==> src/rtl/cpu_exec_core.sv <==
// cpu_exec_core: 8-bit execution core (ALU, PC, SP, microcycle sequencer); ports clk/reset, opcode/bus_in/rega/regb in; state/cycle/pc/sp/alu_out/flags out
module cpu_exec_core (
  input  logic       clk,
  input  logic       reset,
  input  logic [7:0] opcode,
  input  logic [7:0] bus_in,
  input  logic [7:0] rega,
  input  logic [7:0] regb,
  output logic [4:0] state,
  output logic [3:0] cycle,
  output logic [7:0] pc,
  output logic [7:0] sp,
  output logic [7:0] alu_out,
  output logic       eq_zero,
  output logic       alu_equal,
  output logic       jump_allowed,
  output logic       halted
);
  typedef enum logic [4:0] {
    FETCH_PC, FETCH_INST, NEXT, HALT, OUT_A, ALU_OP, JUMP, LDI, MOV_FETCH, MOV_LOAD,
    MOV_STORE, FETCH_SP, PC_STORE, TMP_STORE, TMP_JUMP, RET, INC_SP
  } state_t;
  state_t st, st_n;
  logic [2:0] mode;
  logic is_hlt, is_out, is_call, is_ret, is_ldi, is_mov, is_alu, is_jmp, mov_mem, pc_ld, pc_inc;
  assign is_hlt = opcode == 8'h01;
  assign is_out = opcode == 8'h02;
  assign is_call = opcode == 8'h03;
  assign is_ret = opcode == 8'h04;
  assign is_ldi = opcode[7:3] == 5'b00001;
  assign is_mov = opcode[7:6] == 2'b01;
  assign is_alu = opcode[7:6] == 2'b10;
  assign is_jmp = opcode[7:6] == 2'b11;
  assign mov_mem = opcode[5:3] == 3'd7 || opcode[2:0] == 3'd7;
  assign state = st;
  assign halted = st == HALT;
  assign mode = st == ALU_OP ? opcode[5:3] : 3'd0;
  assign eq_zero = alu_out == 8'h00;
  assign alu_equal = rega == regb;
  assign jump_allowed = opcode[2:0] == 3'd0 ? 1'b1 :
                        opcode[2:0] == 3'd1 ? eq_zero :
                        opcode[2:0] == 3'd2 ? !eq_zero :
                        opcode[2:0] == 3'd3 ? alu_equal :
                        opcode[2:0] == 3'd4 ? !alu_equal : 1'b0;
  assign pc_ld = (st == JUMP && jump_allowed) || st == RET || st == TMP_JUMP;
  assign pc_inc = st == FETCH_INST || st == LDI || st == TMP_STORE || st == JUMP || (st == MOV_LOAD && mov_mem);
  always_comb begin
    alu_out = 8'h00;
    case (mode)
      3'd0: alu_out = rega + regb;
      3'd1: alu_out = rega - regb;
      3'd2: alu_out = rega + 8'd1;
      3'd3: alu_out = rega - 8'd1;
      3'd4: alu_out = rega & regb;
      3'd5: alu_out = rega | regb;
      3'd6: alu_out = rega ^ regb;
      default: alu_out = ~rega;
    endcase
  end
  always_comb begin
    st_n = NEXT;
    case (st)
      FETCH_PC: st_n = cycle == 4'd0 ? FETCH_INST : is_call ? TMP_STORE : is_ldi ? LDI : JUMP;
      FETCH_INST: st_n = is_hlt ? HALT : is_out ? OUT_A : (is_call || is_ldi || is_jmp) ? FETCH_PC :
                         is_ret ? INC_SP : is_mov ? MOV_FETCH : is_alu ? ALU_OP : NEXT;
      NEXT: st_n = FETCH_PC;
      HALT: st_n = HALT;
      MOV_FETCH: st_n = MOV_LOAD;
      MOV_LOAD: st_n = MOV_STORE;
      TMP_STORE: st_n = FETCH_SP;
      FETCH_SP: st_n = is_call ? PC_STORE : RET;
      PC_STORE: st_n = TMP_JUMP;
      INC_SP: st_n = FETCH_SP;
      default: st_n = NEXT;
    endcase
  end
  always_ff @(posedge clk or posedge reset) begin
    if (reset) begin
      st <= FETCH_PC;
      cycle <= 4'd0;
      pc <= 8'h00;
      sp <= 8'hFF;
    end else begin
      st <= st_n;
      cycle <= st == NEXT ? 4'd0 : st == HALT ? cycle : cycle + 4'd1;
      pc <= pc_ld ? bus_in : pc_inc ? pc + 8'd1 : pc;
      sp <= st == TMP_JUMP ? sp - 8'd1 : st == INC_SP ? sp + 8'd1 : sp;
    end
  end
endmodule

==> config.mk <==
export PLATFORM = sky130hd
export DESIGN_NAME = cpu_exec_core
export DESIGN_NICKNAME = d
export VERILOG_FILES = /design/src/rtl/cpu_exec_core.sv
export SDC_FILE = /design/constraint.sdc
export NUM_CORES = 1
export LEC_CHECK = 0
export ABC_AREA = 1
export BUFFER_PORTS_ARGS = -buffer_cell sky130_fd_sc_hd__buf_2
export CAP_MARGIN = 25
export CELL_PAD_IN_SITES_DETAIL_PLACEMENT = 0
export CELL_PAD_IN_SITES_GLOBAL_PLACEMENT = 1
export CORE_MARGIN = 3
export CORE_UTILIZATION = 36
export DETAILED_ROUTE_END_ITERATION = 12
export PLACE_DENSITY_LB_ADDON = 0.2
export SYNTH_ARGS = -nofsm -noshare
export SYNTH_HDL_FRONTEND = slang
export SYNTH_SLANG_ARGS = --single-unit
==> constraint.sdc <==
create_clock -name clk -period 3.4 [get_ports clk]
set_clock_uncertainty 0.1 [all_clocks]
set_input_delay 0.68 -clock clk [delete_from_list [all_inputs] [get_ports clk]]
set_output_delay 0.68 -clock clk [all_outputs]
set_load 0.02 [all_outputs]
==> reports/results.md <==
• 0.234 mV — Max rail drop VDD
• 650 — post-synthesis net count
• 4.01 ns — final worst path period need
• 9820 µm² — area of the core
• 25 — clk sink count
• 0.10 ns — post-CTS clock slew at the launch and capture registers of the worst setup and hold paths
• primary output — crit path capture type
• 0 — leftover overflow at the end of global routing
• 0.881 — GP Congestion
• 0 — count of maximum capacitance violations
• true — unrepaired setup endpoints after global routing
• 0.547 — final core occ
• 0.173 — Seq/Total Area, Yosys
• 13.3 µm — detailed-route wire length per cell
• 11400 µm² — area enclosed by the die boundary
• 0.00114 W — Pint
• sky130_fd_sc_hd__clkbuf_8 — master cell of the clock root buffer
• 4 — highest net fanout along the worst path
• 4920 µm² — Cell Area, Placed
• 169 — drt initial violations
• 568 — post-synthesis cell count
• 26 — largest net degree at the start of global routing
• 0.083 — proportion of power drawn by the clock network
• 0 — initial antenna violation count
• 3670 µm² — post-synth design cell area
• yes — CTS tree
• primary input to async pin — path category of the worst min-delay check
• 2900 µm² — area used by multi-input combinational logic
• 2.95 nW — Leak Pwr
• 0 — DRT antenna net count
• sky130_fd_sc_hd__nand2_1 — most common library cell in the layout ignoring fill and taps
• 2 — buffers from clock root to sink, at most
• 0.413 — worst-case headroom to the max-slew limit
• 3.23 ns — arrival time worst endpoint
• -3.50 ns — sum of negative setup slack
• 5370 µm² — fin area
• 3 — clock buffers created by TritonCTS
• 420 nW/µm² — power density of the placed cells
• 0.226 — Flop pwr share
• primary input to primary output — Crit Path Class
• 2.62 ns — required arrival time at the worst endpoint
• 636 µm² — FF/Latch Area
• 0.493 — Switching Fraction
• 4268 — Vias
• 70 — buffers added on ports
• 0.691 — share of total power in combinational logic
• 36 — number of placement rows
• 43 — post-synth cell types
• 820 — net count reported at finish
• 107 µm — die outline height
• 11600 µm — DRT Wirelength
• 19400 µm — wire length of the first global-routing pass
• 0.326 ns — Hold Worst Slack
• 0 — # hold bufs at CTS
• 0.877 ns — worst slew pin tran
• 46.5% — area overhead of the layout relative to synthesis
• 0.361 — share of post-route cells with drive strength above 1
• 5 — number of detailed-routing iterations run before antenna repair
• -0.613 ns — Final WS setup
• sky130_fd_sc_hd__nand2_1, sky130_fd_sc_hd__buf_4, sky130_fd_sc_hd__inv_1, sky130_fd_sc_hd__buf_2, sky130_fd_sc_hd__nor2_1 — top library cells by usage in the layout, fill and taps aside
• 25 — synthesis-stage register bit count
• 0 — Max Slew Vio Count
• 6.46 µm² — mean area per synthesized cell
• 0 — Final Hold Fails
• 249 MHz — Highest Clock Rate
• 0.206 — total global routing track utilization
• 0 — diodes inserted
• 0 — number of remaining DRC errors
• 71 — # IOs
• primary input — category of the worst setup path launch point
• 1.18 — Tcrit/Tclk final
• 14 — total setup violations reported at the end of the flow
• finished, violations left — outcome
• 0.373 — starting utilization of the core area
• 4076 — number of global-route vias before repair
• 0 — Yosys warning total
• 1 — # H-tree levels
• 0.00111 W — switching power of the nets
• 0.28 ns — worst skew pair latency
• setup timing — violated checks
• 9610 µm — detailed placement HPWL
• 992 — fill count
• 4.91 — routed vias/inst
• 107 µm — horizontal die dimension
-- worst paths after layout --
kind | from | end | slack (ns) | cells past startpoint
setup / recovery | regb[1] | jump_allowed | -0.61 | 24
hold / removal | reset | state[4]$_DFF_PP0_ | 0.33 | 2
setup reg to reg | state[1]$_DFF_PP0_ | pc[3]$_DFFE_PP0P_ | -0.21 | 28
hold reg to reg | sp[3]$_DFFE_PP1P_ | sp[3]$_DFFE_PP1P_ | 0.40 | 2
max in group asynchronous | reset | sp[6]$_DFFE_PP1P_ | 2.33 | 3
min in group clk | sp[3]$_DFFE_PP1P_ | sp[3]$_DFFE_PP1P_ | 0.40 | 2
-- critical path, stage by stage --
cell and delay [ns]:
sky130_fd_sc_hd__buf_6 0.10, sky130_fd_sc_hd__clkinvlp_4 0.09, sky130_fd_sc_hd__ha_4 0.16, sky130_fd_sc_hd__inv_4 0.03, sky130_fd_sc_hd__nor2_4 0.11, sky130_fd_sc_hd__nand2_2 0.07, sky130_fd_sc_hd__xor2_1 0.13, sky130_fd_sc_hd__nand2_1 0.08
sky130_fd_sc_hd__nand2_2 0.07, sky130_fd_sc_hd__ha_4 0.29, sky130_fd_sc_hd__nand2_1 0.08, sky130_fd_sc_hd__inv_2 0.08, sky130_fd_sc_hd__nand4_1 0.14, sky130_fd_sc_hd__nand3_1 0.13, sky130_fd_sc_hd__nand2_1 0.05, sky130_fd_sc_hd__nand3_1 0.06
sky130_fd_sc_hd__nand3_1 0.07, sky130_fd_sc_hd__nand2_1 0.08, sky130_fd_sc_hd__nand4_1 0.15, sky130_fd_sc_hd__nor2_4 0.21, sky130_fd_sc_hd__nor2_2 0.05, sky130_fd_sc_hd__nor2_2 0.11, sky130_fd_sc_hd__nand2_2 0.07, sky130_fd_sc_hd__buf_6 0.13
-- metrics by stage --
stage	std cells	total power [W]	setup WS, ns
detailed placement	854	0.00193	-0.680
global route	870	0.00246	-0.838
finish	870	0.00226	-0.613
global placement	854	0.00190	-0.611
CTS	867	0.00222	-0.582
floorplan	568	0.00140	-0.326
-- layout make-up --
class / instances / share of cell area
Timing Repair Buffer: 173 / 0.230
Sequential cell: 25 / 0.118
Clock buffer: 3 / 0.00768
Multi-Input combinational cell: 435 / 0.539
Clock inverter: 1 / 0.000931
Inverter: 100 / 0.0738
Tap cell: 133 / 0.0310
-- layer usage --
layer | wire (µm) | vias to the layer above | global-route usage
met5 | 0 | - | 0
met4 | 176 | 0 | 0.0557
met3 | 425 | 13 | 0.0102
met1 | 5300 | 1951 | 0.278
li1 | - | 2204 | -
met2 | 5700 | 100 | 0.359
-- state kept, by name (all words and copies together), names as in the netlist --
signal	cells
sp	8
state	5
cycle	4
pc	8
-- kinds of logic after synthesis --
family          share of synthesized area
flops                               0.173
buf+inv                             0.118
xor+xnor                           0.0358
simple gates                        0.404
compound gates                     0.0986
fa+ha+maj                           0.170
-- synthesized netlist by cell type, drive strengths merged --
library cell | number | share of area
o21bai | 1 | 0.0020
ha | 45 | 0.15
o2111ai | 1 | 0.0024
inv | 99 | 0.10
a31oi | 4 | 0.0068
and3 | 2 | 0.0034
buf | 4 | 0.011
clkinv | 1 | 0.0014
dfrtp | 17 | 0.12
clkbuf | 4 | 0.0051
nand4 | 33 | 0.062
nand3 | 56 | 0.084
nor4 | 4 | 0.0068
nand2 | 135 | 0.15
o21ai | 29 | 0.043
o211ai | 2 | 0.0041
xnor2 | 1 | 0.0024
or2 | 5 | 0.0085
dfstp | 8 | 0.057
nor2 | 63 | 0.076
nor3 | 4 | 0.0055
fa | 3 | 0.016
o31ai | 1 | 0.0020
a21oi | 20 | 0.027
xor2 | 14 | 0.033
nand3b | 6 | 0.012
o22ai | 4 | 0.0068
a41oi | 1 | 0.0024
a211oi | 1 | 0.0020
-- power by group through the flow --
stage	clock network (W)	registers [W]	logic, W
finish	0.000187	0.000509	0.00156
floorplan	0	0.000628	0.000773
detailed placement	0	0.000513	0.00142
CTS	0.000192	0.000508	0.00152
global route	0.000205	0.000526	0.00173
global placement	0	0.000509	0.00140
-- repair_timing --
action,in CTS,in global routing
endpoints found under the hold margin,0,0
pin swaps,22,25
gates resized for setup,48,35
setup buffers,10,8
endpoints found under the setup margin,16,17
Note: power is estimated with default switching activity, not from simulation.
